--- config.mk ---
export PLATFORM = sky130hd
export DESIGN_NAME = fpga_cfg_loader
export DESIGN_NICKNAME = d
export VERILOG_FILES = /design/src/rtl/fpga_cfg_pkg.sv /design/src/rtl/fpga_cfg_clkgen.sv /design/src/rtl/fpga_cfg_loader.sv
export SDC_FILE = /design/constraint.sdc
export NUM_CORES = 1
export LEC_CHECK = 0
export CAP_MARGIN = 20
export CORE_MARGIN = 5
export CORE_UTILIZATION = 61
export DETAILED_ROUTE_END_ITERATION = 16
export DONT_BUFFER_PORTS = 1
export GPL_TIMING_DRIVEN = 0
export PLACE_DENSITY = 0.77
export RECOVER_POWER = 25
export SYNTH_ARGS = -nofsm -noshare
export SYNTH_HDL_FRONTEND = slang
export SYNTH_SLANG_ARGS = --single-unit
export TNS_END_PERCENT = 5
--- constraint.sdc ---
create_clock -name clk -period 1.95 [get_ports clk]
set_input_delay 0.39 -clock clk [delete_from_list [all_inputs] [get_ports clk]]
set_output_delay 0.39 -clock clk [all_outputs]
set_load 0.005 [all_outputs]
--- src/rtl/fpga_cfg_pkg.sv ---
// -----------------------------------------------------------------------------
// fpga_cfg_pkg
// Shared definitions for the configuration-chain loader:
//   - state_t        : sequencer states
//   - DEF_CHAIN_LEN  : default number of flops in the configuration chain
//   - DEF_PROG_DIV   : default clk cycles per prog_clk half-period
//   - phase_w()      : width of a counter that spans 0..div-1 (never below 1)
// -----------------------------------------------------------------------------
package fpga_cfg_pkg;

    typedef enum logic [2:0] {
        IDLE  = 3'd0,
        FETCH = 3'd1,
        SHLO  = 3'd2,
        SHHI  = 3'd3,
        FIN   = 3'd4
    } state_t;

    localparam int DEF_CHAIN_LEN = 2048;
    localparam int DEF_PROG_DIV  = 4;

    // A divider of 1 still needs a 1-bit counter so the port/regs stay legal.
    function automatic int phase_w(input int div);
        return (div > 1) ? $clog2(div) : 1;
    endfunction

endpackage

--- src/rtl/fpga_cfg_clkgen.sv ---
// -----------------------------------------------------------------------------
// fpga_cfg_clkgen
// Phase timer for one half-period of prog_clk. While enabled it counts
// 0..PROG_DIV-1 and pulses o_phase_end on the final count, then wraps to 0 so
// the next half-period starts cleanly. When disabled the counter is held at 0,
// so every enabled stretch begins with a full PROG_DIV-cycle phase.
//
// Ports
//   clk          in   system clock
//   rst_n        in   asynchronous active-low reset
//   i_en         in   count enable (high while a bit is being shifted)
//   o_phase_end  out  high on the last clk cycle of the current half-period
// -----------------------------------------------------------------------------
module fpga_cfg_clkgen
    import fpga_cfg_pkg::*;
#(
    parameter int PROG_DIV = DEF_PROG_DIV
) (
    input  logic clk,
    input  logic rst_n,
    input  logic i_en,
    output logic o_phase_end
);

    localparam int              PH_W    = phase_w(PROG_DIV);
    localparam logic [PH_W-1:0] PH_LAST = PH_W'(PROG_DIV - 1);

    logic [PH_W-1:0] r_phase;

    assign o_phase_end = i_en && (r_phase == PH_LAST);

    always_ff @(posedge clk or negedge rst_n) begin
        if (!rst_n) begin
            r_phase <= '0;
        end else if (!i_en || o_phase_end) begin
            r_phase <= '0;
        end else begin
            r_phase <= r_phase + 1'b1;
        end
    end

endmodule

--- src/rtl/fpga_cfg_loader.sv ---
// -----------------------------------------------------------------------------
// fpga_cfg_loader
// Configuration sequencer for the fabric's configuration chain. Bitstream bytes
// arrive over a valid/ready handshake and are shifted MSB-first onto
// o_ccff_head, one bit per prog_clk period (PROG_DIV clk low, PROG_DIV clk
// high). The fabric is held in reset (o_fpga_rst) for the whole pass. A verify
// pass re-shifts the same bitstream and compares i_ccff_tail with the bit being
// driven; any mismatch sets a sticky error that keeps the fabric in reset.
//
// Ports
//   clk           in   system clock
//   rst_n         in   asynchronous active-low reset
//   i_start       in   1-cycle pulse: begin a pass (ignored unless idle)
//   i_verify      in   sampled with i_start: 0 = load pass, 1 = verify pass
//   i_byte_data   in   bitstream byte, MSB shifted first
//   i_byte_valid  in   i_byte_data valid
//   o_byte_ready  out  byte accepted this cycle when i_byte_valid is high
//   o_prog_clk    out  configuration shift clock to the fabric
//   o_ccff_head   out  serial configuration data into the chain
//   i_ccff_tail   in   serial configuration data out of the chain
//   o_fpga_rst    out  active-high fabric reset
//   o_busy        out  pass in progress
//   o_done        out  1-cycle pulse at the end of a pass
//   o_error       out  sticky verify mismatch, cleared by the next start
//   o_bit_cnt     out  bits shifted in the current pass (saturates at CHAIN_LEN)
// -----------------------------------------------------------------------------
module fpga_cfg_loader
    import fpga_cfg_pkg::*;
#(
    parameter int CHAIN_LEN = DEF_CHAIN_LEN,
    parameter int PROG_DIV  = DEF_PROG_DIV,
    parameter int CNT_W     = $clog2(CHAIN_LEN + 1)
) (
    input  logic             clk,
    input  logic             rst_n,
    input  logic             i_start,
    input  logic             i_verify,
    input  logic [7:0]       i_byte_data,
    input  logic             i_byte_valid,
    output logic             o_byte_ready,
    output logic             o_prog_clk,
    output logic             o_ccff_head,
    input  logic             i_ccff_tail,
    output logic             o_fpga_rst,
    output logic             o_busy,
    output logic             o_done,
    output logic             o_error,
    output logic [CNT_W-1:0] o_bit_cnt
);

    // Leaving SHHI with this count means the chain is now full.
    localparam logic [CNT_W-1:0] CNT_LAST = CNT_W'(CHAIN_LEN - 1);

    state_t           r_state;
    state_t           w_state_next;

    logic [7:0]       r_shreg;
    logic [2:0]       r_bit_idx;
    logic [CNT_W-1:0] r_bit_cnt;
    logic             r_verify;
    logic             r_error;
    logic             r_fpga_rst;

    // Outputs decoded from the next state and registered, so the fabric-facing
    // strobes come straight from flops and never glitch.
    logic             r_prog_clk;
    logic             r_busy;
    logic             r_done;
    logic             r_ready;

    logic             w_phase_en;
    logic             w_phase_end;
    logic             w_accept;
    logic             w_start;
    logic             w_bit_last;
    logic             w_byte_last;
    logic             w_shift_exit;
    logic             w_sample;

    // -------------------------------------------------------------------------
    // Half-period timer
    // -------------------------------------------------------------------------
    assign w_phase_en = (r_state == SHLO) || (r_state == SHHI);

    fpga_cfg_clkgen #(
        .PROG_DIV (PROG_DIV)
    ) u_clkgen (
        .clk         (clk),
        .rst_n       (rst_n),
        .i_en        (w_phase_en),
        .o_phase_end (w_phase_end)
    );

    // -------------------------------------------------------------------------
    // Control decodes
    // -------------------------------------------------------------------------
    assign w_start      = (r_state == IDLE) && i_start;
    assign w_accept     = r_ready && i_byte_valid;
    assign w_bit_last   = (r_bit_cnt == CNT_LAST);
    assign w_byte_last  = (r_bit_idx == 3'd0);
    // End of the high phase: the chain has taken the bit, move to the next one.
    assign w_shift_exit = (r_state == SHHI) && w_phase_end;
    // Last low-phase cycle: the chain output is settled and about to be shifted,
    // so this is where it lines up with the bit currently on the head.
    assign w_sample     = (r_state == SHLO) && w_phase_end;

    // -------------------------------------------------------------------------
    // FSM: state register
    // -------------------------------------------------------------------------
    always_ff @(posedge clk or negedge rst_n) begin
        if (!rst_n) begin
            r_state <= IDLE;
        end else begin
            r_state <= w_state_next;
        end
    end

    // -------------------------------------------------------------------------
    // FSM: next state
    // -------------------------------------------------------------------------
    always_comb begin
        w_state_next = r_state;
        case (r_state)
            IDLE: begin
                if (i_start) begin
                    w_state_next = FETCH;
                end
            end
            FETCH: begin
                if (w_accept) begin
                    w_state_next = SHLO;
                end
            end
            SHLO: begin
                if (w_phase_end) begin
                    w_state_next = SHHI;
                end
            end
            SHHI: begin
                if (w_phase_end) begin
                    // Chain-full check comes first: when CHAIN_LEN is not a
                    // multiple of 8 the unused low bits of the last byte are
                    // simply dropped here.
                    if (w_bit_last) begin
                        w_state_next = FIN;
                    end else if (w_byte_last) begin
                        w_state_next = FETCH;
                    end else begin
                        w_state_next = SHLO;
                    end
                end
            end
            FIN: begin
                w_state_next = IDLE;
            end
            default: begin
                w_state_next = IDLE;
            end
        endcase
    end

    // -------------------------------------------------------------------------
    // Registered strobes
    // -------------------------------------------------------------------------
    always_ff @(posedge clk or negedge rst_n) begin
        if (!rst_n) begin
            r_prog_clk <= 1'b0;
            r_busy     <= 1'b0;
            r_done     <= 1'b0;
            r_ready    <= 1'b0;
        end else begin
            r_prog_clk <= (w_state_next == SHHI);
            r_busy     <= (w_state_next == FETCH) ||
                          (w_state_next == SHLO)  ||
                          (w_state_next == SHHI);
            r_done     <= (w_state_next == FIN);
            r_ready    <= (w_state_next == FETCH);
        end
    end

    // -------------------------------------------------------------------------
    // Shift register, bit counters, verify compare, fabric reset
    // -------------------------------------------------------------------------
    always_ff @(posedge clk or negedge rst_n) begin
        if (!rst_n) begin
            r_shreg    <= 8'h00;
            r_bit_idx  <= 3'd0;
            r_bit_cnt  <= '0;
            r_verify   <= 1'b0;
            r_error    <= 1'b0;
            r_fpga_rst <= 1'b1;
        end else begin
            if (w_start) begin
                r_verify   <= i_verify;
                r_error    <= 1'b0;
                r_bit_cnt  <= '0;
                r_fpga_rst <= 1'b1;
            end

            if (w_accept) begin
                r_shreg   <= i_byte_data;
                r_bit_idx <= 3'd7;
            end

            if (w_sample && r_verify && (i_ccff_tail != r_shreg[7])) begin
                r_error <= 1'b1;
            end

            // The shift happens as prog_clk falls, so the head only ever
            // changes while prog_clk is low.
            if (w_shift_exit) begin
                r_bit_cnt <= r_bit_cnt + 1'b1;
                r_shreg   <= {r_shreg[6:0], 1'b0};
                r_bit_idx <= r_bit_idx - 3'd1;
                // Release the fabric together with the done pulse, but only if
                // the pass was clean; otherwise it stays held in reset.
                if (w_bit_last) begin
                    r_fpga_rst <= r_error;
                end
            end
        end
    end

    // -------------------------------------------------------------------------
    // Outputs
    // -------------------------------------------------------------------------
    assign o_byte_ready = r_ready;
    assign o_prog_clk   = r_prog_clk;
    assign o_ccff_head  = r_shreg[7];
    assign o_fpga_rst   = r_fpga_rst;
    assign o_busy       = r_busy;
    assign o_done       = r_done;
    assign o_error      = r_error;
    assign o_bit_cnt    = r_bit_cnt;

endmodule

-- After elaboration in Yosys (flattened, before gate mapping)
Cells that the tools add are included.
- flip-flop bits (word level): 35
- input port bits: 14
- output and inout port bits: 19
- add/sub/neg operators: 3
- equality and inequality tests: 10
- mux-type cells: 19
- reductions and logical operators: 17
- operator list (kind ; count):
    12-bit 2-to-1 mux ; 2
    3-bit 2-to-1 mux ; 7
    8-bit 2-to-1 mux ; 2
    12-bit by 1-bit adder with 12-bit output (second input constant) ; 1
    12-bit by 11-bit == test with 1-bit output (second input constant) ; 1
    3-bit by 2-bit == test with 1-bit output (second input constant) ; 4
    3-bit case mux with 4 select lines ; 1
    1-bit logical AND ; 7
    3-bit by 1-bit == test with 1-bit output (second input constant) ; 2
    3-bit zero test ; 2
    2-bit nonzero test ; 3
    1-bit 2-to-1 mux ; 5
    1-bit logical OR ; 4
    2-bit 2-to-1 mux ; 2
    3-bit == test (second input constant) ; 1
    3-bit by 1-bit subtractor with 3-bit output (second input constant) ; 1
    2-bit by 1-bit adder with 2-bit output (second input constant) ; 1
    2-bit == test (second input constant) ; 1
    1-bit zero test ; 1
    1-bit != test ; 1

-- Logic depth before layout (Yosys ltp)
Gate-level depths: netlist of the first run.
- word-level depth: 8
- mapped depth: 6
- mapped depth without buffers: 5

-- By module
From an unflattened synthesis of the first run, not the netlist that was laid out.
- cell total of the unflattened synthesis: 168
- area total of the unflattened synthesis: 1732.9 µm²
- by module, submodules not included (module ; instances ; cells each ; area each (µm²) ; sequential area each (µm²)):
    fpga_cfg_loader ; 1 ; 162 ; 1641.6 ; 827.0
    fpga_cfg_clkgen ; 1 ; 6 ; 91.3 ; 50.0

-- Worst setup path after synthesis of the first run
No wires, ideal clock.
- path kind: register -> register
- start: reg u_clkgen.r_phase[0]
- end: reg r_bit_cnt[10], in the netlist o_bit_cnt[10]
- setup time: 0.140 ns
- arrival time: 1.427 ns
- slack: 0.383 ns
- stages on the path, launching flop included: 7
- path buffers: 1
- period minus slack after synthesis: 1.567 ns
- path through: dfrtp_1 -> ha_1 -> and4b_2 -> buf_2 -> nand2_4 -> o311ai_0 -> o41ai_1
- word-level cells in the longest chain between the ends: 4
- ends and longest elaborated chain (item ; RTL line ; RTL):
    from (decl) ; fpga_cfg_clkgen.sv:28 ; logic [PH_W-1:0] r_phase;
    from (signal assigned) ; fpga_cfg_clkgen.sv:38 ; r_phase <= r_phase + 1'b1;
    2-bit == test (*) ; fpga_cfg_clkgen.sv:30 ; assign o_phase_end = i_en && (r_phase == PH_LAST);
    1-bit logical AND (*) ; fpga_cfg_clkgen.sv:30 ;
    1-bit logical AND (*) ; fpga_cfg_loader.sv:102 ; assign w_shift_exit = (r_state == SHHI) && w_phase_end;
    12-bit 2-to-1 mux / 2-bit nonzero test (equally long branches) ; - ;
    to (signal assigned) ; fpga_cfg_loader.sv:212 ; r_bit_cnt <= r_bit_cnt + 1'b1;
    to (decl) ; fpga_cfg_loader.sv:59 ; logic [CNT_W-1:0] r_bit_cnt;
Mark *: on every way between the ends. The rest lies on a longest branch, timed or not.
A chain may end at the register's enable or synchronous reset.

-- Worst setup path after layout of the first run
Same ends and word-level chain as after synthesis.

==> reports/qor.csv, run 1 <==
metric,value,unit
n_antenna_cell,0,
n_fill_cell,210,
clk_latency,0.34,ns
wirelength,3350,um
critical_path_class,flop to flop,
cts_max_level,2,
rsz0062_at_grt,no,
crit_buf_inv,1,
area.growth.synth_to_final,6.06,%
final_common_cell,dfrtp_1,
overflow,0,
num-nets-final,185,
grt.total_usage,0.183,
holdCritStartpoint,i_byte_data[0],
fin_crit,1.81,ns
cp-end-kind,flop,
relSlewSlack,0.429,
ys_warn_count,0,
synth_cells,158,
r2r_start,u_clkgen.r_phase[0]$_DFF_PN0_,
max_freq,553,MHz
critPathMaxFanout,10,
grt_pass1_vias,1202,
grt_pass1_wl,5650,um
ys_seq_area_frac,0.518,
status,completed,
maxCapViolCount,0,
ant_nets,0,
antenna_found_initial,0,
place_hpwl,2450,um
layout.cells.non_filler,199,
ys_ff_latch,35,
synth_area_leaders,"dfrtp_1 50%, mux2i_1 6.5%, nand2_1 5.8%, o21ai_0 4.4%, ha_1 3.0%",
yosysUniqueCellTypes,46,
synth_ff_type,dfrtp_1,
met3_usage,0.0773,
clk_pin_slew,0.10,ns
syn_area,1690,sq um
synth-async-reset-ratio,1.00,
crit_chain,ha_1 > and4b_2 > buf_2 > nand2_4 > o311ai_0 > o41ai_1,
io-pin-count,33,
synthesis.nets,176,
cts_tree,built,
cts_made_buffers,5,
utilization,0.663,
cpPeakStageDelay,0.37,ns
finalHoldViolations,0,
crit_required,2.16,ns
vias,1235,
drc,0,
drive_gt1_frac,0.119,
syn_area_per_cell,10.7,sq um
leakagePower,0.000857,uW
period_share,0.928,
io_buffer_count,0,
arrival,2.02,ns
dieArea,3930,sq um
synth_top_cell_area_share,0.503,
cp-startpoint,u_clkgen.r_phase[0]$_DFF_PN0_,
grt_max_degree,36,
ir_worst_vdd,0.553,mV
slew_viol_final,0,
grtUsageMet2,0.303,
die_w,62.7,um
rows,19,
critPathTopFamily,compound AO/OA/AOI/OAI gates,
place_congestion,0.766,
dp.cells,189,
viasPerCell,6.21,
setup_violations,0,
startpoint_type,flop,
tightest_slew,0.856,ns
drt-initial-drc-count,79,
power_density,635,nW/um^2
p_total,1140,uW
fin_worst_skew,0.00486,ns
firstDrtPassIters,4,
tns,0,ns
place_ws,0.180,ns
top_usage_layer,met2,
worstHoldPathType,primary input to flop,
cts_buffer_depth,2,
fp.dieH,62.7,um
synth_edf_count,0,
core,2710,sq um
use_met1,0.210,
crit_slowest_cell,dfrtp_1,
clkSinkCount,35,
yosys.area.top_type,dfrtp_1,
wl_per_cell,16.8,um
start_util,0.625,
cts_root_buf,clkbuf_4,
layout_common_cells,"34 x dfrtp_1, 26 x nand2_1, 15 x o21ai_0",
layout_setup_ws,0.141,ns
-- final cells by class --
type / instances / area (sq um) / share of cell area
repair buffers: 2 / 15.0 / 0.00836
flip-flops and latches: 35 / 877 / 0.489
multi-input cells: 113 / 757 / 0.422
plain buffers: 8 / 51.3 / 0.0286
well taps: 31 / 38.8 / 0.0216
inverters: 2 / 7.51 / 0.00418
clock buffers: 8 / 48.8 / 0.0272
-- metrics by stage --
stage,area [sq um],hold WS (ns)
5_1_grt,1800,0.171
6_report,1800,0.196
3_5_place_dp,1730,0.0956
4_1_cts,1810,0.186
2_1_floorplan,1690,0.0944
3_3_place_gp,1730,0.0954
-- cell usage after synthesis, types with 2 or more instances --
cell      count
a21boi_0      2
a21oi_1       3
and3_1        5
and4_1        2
and4b_1       2
buf_2         2
buf_6         2
clkbuf_1      3
dfrtp_1      34
ha_1          4
inv_1         2
mux2i_1      11
nand2_1      26
nand3_1       5
nor2_1        5
nor2b_1       3
o211ai_1      2
o21ai_0      15
o21ai_1       2
o31ai_1       2
-- logic make-up (layout without fill, tap and decap cells) --
logic type | Yosys count | in the layout | synth area share
adders and majority gates | 4 | 4 | 0.0296
xor gates and xnor gates | 1 | 1 | 0.00517
AOI/OAI and AO/OA | 36 | 36 | 0.137
buffers and inverters | 10 | 20 | 0.0347
DFF | 35 | 35 | 0.518
muxes | 13 | 13 | 0.0806
and+or+nand+nor | 59 | 59 | 0.195
-- path summary, 6_finish.rpt --
path / slack, ns / to / cells past startpoint
max: 0.14 / o_bit_cnt[10]$_DFFE_PN0P_ / 6
min: 0.20 / r_shreg[0]$_DFFE_PN0P_ / 2
max reg2reg: 0.14 / o_bit_cnt[10]$_DFFE_PN0P_ / 6
min reg2reg: 0.46 / u_clkgen.r_phase[0]$_DFF_PN0_ / 1
max in group asynchronous: 0.71 / o_bit_cnt[7]$_DFFE_PN0P_ / 2
min in group asynchronous: 0.70 / o_bit_cnt[4]$_DFFE_PN0P_ / 2
-- registers in the layout, summed over array words and instances (netlist names), 2 cells and up --
register,cells
r_bit_idx,3
r_shreg,8
o_bit_cnt,12
r_state,3
u_clkgen.r_phase,2
-- where the power goes --
part           switching (uW)  leakage, uW  internal [uW]
combinational            17.9     0.000420           9.67
sequential               7.53     0.000410            734
clock                     228    0.0000265            144
total                     253     0.000857            887
-- routing by layer --
| layer | up-vias | part of all wire | wire length [um] |
|---|---|---|---|
| li1 | 594 | - | - |
| met2 | 45 | 0.48 | 1610 |
| met4 | 0 | 0.015 | 51 |
| met3 | 7 | 0.070 | 234 |
| met1 | 589 | 0.43 | 1460 |
| met5 | - | 0 | 0 |
-- repair_timing --
action,in CTS,in global routing
hold endpoints to repair,35,0
hold buffers,2,0
setup buffers,0,0
resized for setup,0,0
Note: power is estimated with default switching activity, not from simulation.
==> inputs of run 2 (changes only) <==
--- a/config.mk
+++ b/config.mk
@@ -5,13 +5,14 @@
 export SDC_FILE = /design/constraint.sdc
 export NUM_CORES = 1
 export LEC_CHECK = 0
+export ABC_AREA = 1
 export CAP_MARGIN = 20
 export CORE_MARGIN = 5
-export CORE_UTILIZATION = 61
+export CORE_UTILIZATION = 62
 export DETAILED_ROUTE_END_ITERATION = 16
 export DONT_BUFFER_PORTS = 1
 export GPL_TIMING_DRIVEN = 0
-export PLACE_DENSITY = 0.77
+export PLACE_DENSITY = 0.78
 export RECOVER_POWER = 25
 export SYNTH_ARGS = -nofsm -noshare
 export SYNTH_HDL_FRONTEND = slang
==> run 2 against run 1 <==
Compared with the run above: worst setup slack better by 0.16 ns; first-iteration DRC count is 25% higher; core utilization up 0.92 points; routed wire length up 3.1%; global-route usage increased by 1.4 points; die area fell by 0.19%; synthesized cell count is 26% higher; critical path type unchanged; critical endpoint is now o_busy$_DFF_PN0_.
==> reports/qor.csv, run 2 <==
metric,value,unit
synth_top_family_by_area,simple AND/OR/NAND/NOR gates,
crit_required,2.18,ns
synth_ff_type,dfrtp_1,
layout_common_cells,"42 x nand2_1, 34 x dfrtp_1, 29 x inv_1",
firstDrtPassIters,4,
power_density,614,nW/um^2
synthMuxAreaShare,0,
leakagePower,0.000928,uW
cts_tree,built,
synthSimpleGateAreaFrac,0.259,
synth_edf_count,0,
ff2ff_path_depth,8,
overflow,0,
synthesis.nets,217,
n_antenna_cell,0,
clkSinkCount,35,
finalHoldViolations,0,
die_w,62.6,um
start_util,0.633,
synth_cells,199,
dieArea,3920,sq um
cts_max_level,2,
worst_hold_path.num_cells,2,
grt_max_degree,36,
viasPerCell,5.73,
period_share,0.844,
place_congestion,0.854,
n_fill_cell,219,
hold_buffers,2,
multi_input_area,691,sq um
regArea,877,sq um
worstHoldPathType,primary input to flop,
drive_gt1_frac,0.134,
cts_buffer_depth,2,
final_common_cell,nand2_1,
synth_fa_ha_area_frac,0.0292,
cts_resized,0,
io_buffer_count,0,
relSlewSlack,0.436,
core,2710,sq um
setup_violations,0,
fp.dieH,62.6,um
drc,0,
io-pin-count,33,
synth_top_cell_area_share,0.496,
p_total,1120,uW
wirelength,3460,um
wl_per_cell,14.4,um
tightest_slew,0.846,ns
cp-end-kind,flop,
cts_root_buf,clkbuf_4,
largest_reg_flops,12,
rsz0062_at_grt,no,
reg2reg_slack,0.30,ns
yosys.area.top_type,dfrtp_1,
layout_setup_ws,0.304,ns
drt-initial-drc-count,99,
rows,19,
clk_pin_slew,0.10,ns
syn_area_per_cell,8.63,sq um
vias,1375,
holdWs,0.161,ns
status,completed,
synth_commonest_cells,"42 x nand2_1, 34 x dfrtp_1, 29 x inv_1",
clk_latency,0.34,ns
area.growth.synth_to_final,6.05,%
max_freq,608,MHz
critical_path_class,flop to flop,
arrival,1.87,ns
ys_warn_count,0,
fin_crit,1.65,ns
place_ws,0.312,ns
yosysUniqueCellTypes,30,
ir_worst_vdd,0.461,mV
ant_nets,0,
grt_pass1_vias,1491,
synth-xor-area-share,0.00510,
ys_seq_area_frac,0.511,
ys_ff_latch,35,
synth-async-reset-ratio,1.00,
syn_area,1720,sq um
grt_pass1_wl,6310,um
grt.total_usage,0.197,
place_hpwl,2490,um
startpoint_type,flop,
slew_viol_final,0,
tns,0,ns
fin_worst_skew,0.0102,ns
synth_compound_area_frac,0.109,
place_area,1760,sq um
cts_made_buffers,5,
antenna_found_initial,0,
synth_most_common_cell,nand2_1,
critPathMaxFanout,5,
maxCapViolCount,0,
synth_area_leaders,"dfrtp_1 50%, nand2_1 9.2%, inv_1 6.3%, nand3_1 5.5%, ha_1 2.9%",
num-nets-final,226,
final_cell_area,1820,sq um
post-cts-setup-buffer-count,0,
run 2: cell types whose count changed in the layout (fill, tap and decap cells not counted), moves of 3 or more:
cell,delta
a21oi_1,+6
and3_1,-5
clkbuf_1,-4
inv_1,+27
inv_2,+4
mux2i_1,-11
nand2_1,+16
nand3_1,+14
nand3_2,+3
nor2_1,+8
nor2_2,+3
nor2b_1,-3
o21ai_0,-8
o221ai_1,+4
run 2: logic make-up after synthesis:
family	count (synthesis)
XOR/XNOR	1
adder cells (fa/ha/maj)	4
buffers and inverters	37
AO/OA/AOI/OAI	30
AND/OR/NAND/NOR	92
flip-flops	35
run 2: worst paths after layout:
kind	start	to
min in group asynchronous	rst_n	r_bit_idx[2]$_DFFE_PN0P_
max	o_bit_cnt[0]$_DFFE_PN0P_	o_busy$_DFF_PN0_
max in group asynchronous	rst_n	o_done$_DFF_PN0_
max reg2reg	o_bit_cnt[0]$_DFFE_PN0P_	o_busy$_DFF_PN0_
min	i_verify	r_verify$_DFFE_PN0P_
min reg2reg	u_clkgen.r_phase[0]$_DFF_PN0_	u_clkgen.r_phase[0]$_DFF_PN0_
run 2: final cells by class:
type                       count  area share
inverter                      34      0.0701
clock inverter                 1     0.00275
clock buffer                   7      0.0247
sequential                    35       0.482
tap                           31      0.0213
multi-input combinational    127       0.379
timing repair buffer           2     0.00825
buffer                         3      0.0117
run 2: per-stage QoR:
stage | instances | util
after floorplan | 199 | -
after global placement | 230 | 0.648
after detailed placement | 230 | 0.648
after CTS | 240 | 0.677
after global routing | 240 | 0.672
final | 240 | 0.672
run 2: critical path, cell delays in order (launching register included):
cell and delay [ns]:
dfrtp_1 0.43, ha_1 0.19, nand2_1 0.11, nor2_4 0.15
nand3_2 0.18, nand2_1 0.11, nand2_1 0.07, a21oi_1 0.20
nand2_1 0.09
run 2: power breakdown:
group | switching (uW) | internal, uW
registers | 0 | 725
clock network | 234 | 140
logic | 14.3 | 2.51
total | 249 | 868
run 2: metal layers:
layer | vias up | part of all wire | track usage | wire, um
met5 | - | 0 | 0 | 0
met4 | 0 | 0.012 | 0.0716 | 43
met3 | 7 | 0.070 | 0.0881 | 241
met2 | 46 | 0.50 | 0.342 | 1730
met1 | 657 | 0.42 | 0.209 | 1450
li1 | 665 | - | - | -
==> RTL change 1 (settings of run 1) <==
`DEF_PROG_DIV`: 4 -> 6.
--- a/src/rtl/fpga_cfg_pkg.sv
+++ b/src/rtl/fpga_cfg_pkg.sv
@@ -17,7 +17,7 @@
     } state_t;
 
     localparam int DEF_CHAIN_LEN = 2048;
-    localparam int DEF_PROG_DIV  = 4;
+    localparam int DEF_PROG_DIV  = 6;
 
     // A divider of 1 still needs a 1-bit counter so the port/regs stay legal.
     function automatic int phase_w(input int div);
Behaviour: not the same (Yosys sat finds a counterexample within 10 cycles, from zero or initial values and one cycle with rst_n low).
==> RTL change 1 against run 1 <==
  * Sequential cell count up 1
  * Final area up 8.3%
  * Wire length up 10%
  * Area after synthesis up 5.8%
  * Global-route usage up 2.1 points
  * Critical path depth up 1
  * Count of clock-buffer cells in the layout down 1
  * Utilization up 3.7 points
  * Die area up 4.9%
  * Synthesized cell count up 11%
  * Maximum frequency up 0.98%
  * Worst setup slack better by 0.018 ns
  * Critical path type unchanged
  * Largest cell class unchanged
Power is not compared: it rests on default switching activity, and its combinational part moved more than twofold at a synthesized area within 25%.
==> RTL change 1: results (changes against run 1) <==
GRT
  – Total GRT Usage: 0.2036 (was 0.1830)
  – Met3 GRT Util: 0.08932 (was 0.07734)
  – Vias in the first global route: 1,416 (was 1,202)
  – GR Layer Usage met1: 0.2686 (was 0.2100)
  – GRT met2 Usage: 0.2990 (was 0.3031)

Worst setup path
  – Worst R2R End: r_bit_idx[2] (was o_bit_cnt[10])
  – Critical path capture point: r_bit_idx[2] (was o_bit_cnt[10])
  – Kind of cell adding the most delay to the critical path: simple AND/OR/NAND/NOR gates (was compound AO/OA/AOI/OAI gates)
  – Crit path largest cell delay: 0.40 ns (was 0.37 ns)
  – CP arrival: 2.04 ns (was 2.02 ns)

Synth
  – Synth Area in Adders: 0.03492 (was 0.02956)
  – Compound-Gate Fraction of Synth Area: 0.1341 (was 0.1367)
  – Synth unique cells: 40 (was 46)
  – Top cells by area, synth: dfrtp_1, mux2i_1, nand2_1 (unchanged)
  – Commonest cells in the netlist: dfrtp_1, nand2_1, o21ai_0, mux2i_1, a21oi_1 (was dfrtp_1, nand2_1, o21ai_0, mux2i_1)

Cells and area
  – Non-clk invs: 3 (was 2)
  – Multi-In Gates: 130 (was 113)
  – Fillers: 213 (was 210)
  – Multi-input combinational area share: 0.4337 (was 0.4216)
  – Clock network area share: 0.04891 (was 0.02718)
  – Share of layout cells above drive strength 1: 0.1243 (was 0.1190)
  – FF/Latch Area: 902.1 um2 (was 877.1 um2)
  – Area delta synth->final: 8.519% (was 6.060%)

Timing
  – Minimum clock period: 1.791 ns (was 1.809 ns)
  – Slew HR: 0.4122 (was 0.4294)

Placement
  – Post-DP HPWL: 2577 um (was 2447 um)
  – RD Place Congestion: 0.8365 (was 0.7664)

Power and ir drop
  – Tot Pwr: 2.225 mW

Detailed routing
  – Wire length on met3: 276 um (was 234 um)

Status
  – Status: finished, final reports clean (unchanged)
RTL change 1: changes by cell type in the layout (fill, tap and decap cells not counted), moves of 4 or more:
cell,change
nor3_1,+4
clkbuf_1,-6
nand2b_1,+4
nand4_1,+4
a21oi_1,+4
RTL change 1: metrics by stage:
| stage | hold WS (ns) | instances | area [um2] |
|---|---|---|---|
| 3_3_place_gp | 0.09512 | 206 | 1831 |
| 6_report | 0.1660 | 216 | 1944 |
| 4_1_cts | 0.1526 | 216 | 1956 |
| 5_1_grt | 0.1630 | 216 | 1944 |
| 2_1_floorplan | 0.09441 | 175 | 1792 |
| 3_5_place_dp | 0.09503 | 206 | 1831 |
RTL change 1: worst register-to-register path: cells and delay by family (launching register included):
family	cells	cell delay, ns
and+or+nand+nor	3	0.68
DFF	1	0.40
buffers and inverters	2	0.30
adders and majority gates	1	0.20
AOI/OAI and AO/OA	1	0.11
==> RTL change 2 (config.mk and constraints of run 1) <==
Without the edit above. Reset style: synchronous (`rst_n`), changed in 4 clocked blocks. Comments in the files are not updated.
--- a/src/rtl/fpga_cfg_clkgen.sv
+++ b/src/rtl/fpga_cfg_clkgen.sv
@@ -29,7 +29,7 @@
 
     assign o_phase_end = i_en && (r_phase == PH_LAST);
 
-    always_ff @(posedge clk or negedge rst_n) begin
+    always_ff @(posedge clk) begin
         if (!rst_n) begin
             r_phase <= '0;
         end else if (!i_en || o_phase_end) begin
--- a/src/rtl/fpga_cfg_loader.sv
+++ b/src/rtl/fpga_cfg_loader.sv
@@ -107,7 +107,7 @@
     // -------------------------------------------------------------------------
     // FSM: state register
     // -------------------------------------------------------------------------
-    always_ff @(posedge clk or negedge rst_n) begin
+    always_ff @(posedge clk) begin
         if (!rst_n) begin
             r_state <= IDLE;
         end else begin
@@ -162,7 +162,7 @@
     // -------------------------------------------------------------------------
     // Registered strobes
     // -------------------------------------------------------------------------
-    always_ff @(posedge clk or negedge rst_n) begin
+    always_ff @(posedge clk) begin
         if (!rst_n) begin
             r_prog_clk <= 1'b0;
             r_busy     <= 1'b0;
@@ -181,7 +181,7 @@
     // -------------------------------------------------------------------------
     // Shift register, bit counters, verify compare, fabric reset
     // -------------------------------------------------------------------------
-    always_ff @(posedge clk or negedge rst_n) begin
+    always_ff @(posedge clk) begin
         if (!rst_n) begin
             r_shreg    <= 8'h00;
             r_bit_idx  <= 3'd0;
Check against the original RTL: differs if rst_n is asserted again (counterexample within 4 cycles, from zero or initial values and one cycle with rst_n low); with rst_n held inactive, the same outputs for 10 cycles.
==> RTL change 2 against run 1 <==
  * Via count is 18% higher
  * Area after synthesis is 2.2% lower
  * Final area shrank 2.8%
  * Sequential cell count unchanged
  * Sequential share of layout area shrank 8.6 points
  * Wire length rose by 7.3%
  * Clock skew increased by 0.0057 ns
  * Worst setup slack lost 0.016 ns
Power is not compared: it rests on default switching activity, and its combinational part moved more than twofold at a synthesized area within 25%.
==> RTL change 2: results (changes against run 1) <==
Status
  – Status: finished, final reports clean (unchanged)

Synth
  – Synthesized area per cell: 8.805 um2 (was 10.71 um2)
  – Top cells by area, synth: dfxtp_1, nand2_1, a311oi_1 (was dfrtp_1, mux2i_1, nand2_1)
  – Count leader, synth: dfxtp_1 (was dfrtp_1)
  – Commonest cells in the netlist: dfxtp_1, nand2_1, nor2_1, nand3_1, a21oi_1 (was dfrtp_1, nand2_1, o21ai_0, mux2i_1)
  – Register area share after synthesis: 0.4233 (was 0.5181)
  – Synth unique cells: 50 (was 46)
  – FFs w/ async S/R, synth: 0 (was 1.000)

Placement
  – Area post-placement: 1693 um2 (was 1732 um2)
  – Post-DP HPWL: 2613 um (was 2447 um)
  – RD Place Congestion: 0.8043 (was 0.7664)
  – Pre-CTS setup slack: 0.1254 ns (was 0.1801 ns)

GRT
  – First-pass GRT wire length: 6003 um (was 5651 um)
  – Total GRT Usage: 0.2103 (was 0.1830)
  – Pin count of the biggest net entering global routing: 11 (was 36)
  – Vias in the first global route: 1,402 (was 1,202)

Detailed routing
  – Final WL: 3597 um (was 3353 um)
  – Initial detailed-routing violation count: 75 (was 79)
  – DRT Pass-1 Iters: 4 (unchanged)
  – Via count: 1,459 (was 1,235)
  – DR DRC count: 0 (unchanged)

Cells and area
  – Fillers: 232 (was 210)
  – Final non-filler cell total: 224 (was 199)
  – Share of layout cells above drive strength 1: 0.07732 (was 0.1190)
  – Nets: 213 (was 185)
  – Max reg flops: 12 (unchanged)

Worst setup path
  – Worst-path cell with the longest stage delay: or3_1 (was dfrtp_1)
  – Worst-path maximum fanout: 5 (was 10)
  – CP arrival: 2.05 ns (was 2.02 ns)
  – Crit path largest cell delay: 0.45 ns (was 0.37 ns)
  – Kind of cell adding the most delay to the critical path: simple AND/OR/NAND/NOR gates (was compound AO/OA/AOI/OAI gates)

Worst hold path
  – HP Class: primary input to flop (unchanged)

Clocking
  – CTS Buf Count: 5 (unchanged)
  – CTS resizes: 0 (unchanged)
  – Clock Path Buffers: 2 (unchanged)

Timing
  – Transition time of the tightest slew-check pin: 0.4751 ns (was 0.8560 ns)
  – Skew final: 0.01054 ns (was 0.004856 ns)
## RTL change 2: power by group
group	switching (mW)	internal [mW]	total, mW
clock	0.216	0.128	0.344
sequential	0.0150	0.738	0.753
combinational	0.0759	0.0439	0.120
## RTL change 2: final timing paths
kind                            slack [ns]             endpoint  cells after the start           startpoint
worst max-delay path                  0.13               o_busy                      5         o_bit_cnt[0]
worst min-delay path                  0.22  u_clkgen.r_phase[0]                      2                rst_n
worst max register to register        0.13               o_busy                      5         o_bit_cnt[0]
worst min register to register        0.44  u_clkgen.r_phase[0]                      1  u_clkgen.r_phase[0]
## RTL change 2: cells by family after synthesis
group | after synthesis | synth area share
AND/OR/NAND/NOR | 83 | 0.2759
AO/OA/AOI/OAI | 43 | 0.1912
flip-flops | 35 | 0.4233
buffers and inverters | 17 | 0.04308
multiplexers | 5 | 0.03099
adder cells (fa/ha/maj) | 4 | 0.03024
XOR/XNOR | 1 | 0.005292
## RTL change 2: final cells by class
| class | instances | area, um2 | area share |
|---|---|---|---|
| well taps | 30 | 37.54 | 0.02151 |
| clock buffers | 6 | 41.29 | 0.02366 |
| plain buffers | 11 | 48.80 | 0.02796 |
| flip-flops and latches | 35 | 703.2 | 0.4029 |
| inverters | 6 | 22.52 | 0.01290 |
| multi-input cells | 136 | 892.1 | 0.5111 |
## RTL change 2: layer usage
| metal | part of all wire | track usage |
|---|---|---|
| met1 | 0.46 | 0.2553 |
| met2 | 0.47 | 0.3432 |
| met3 | 0.063 | 0.07231 |
| met4 | 0.012 | 0.07576 |
| met5 | 0 | 0 |
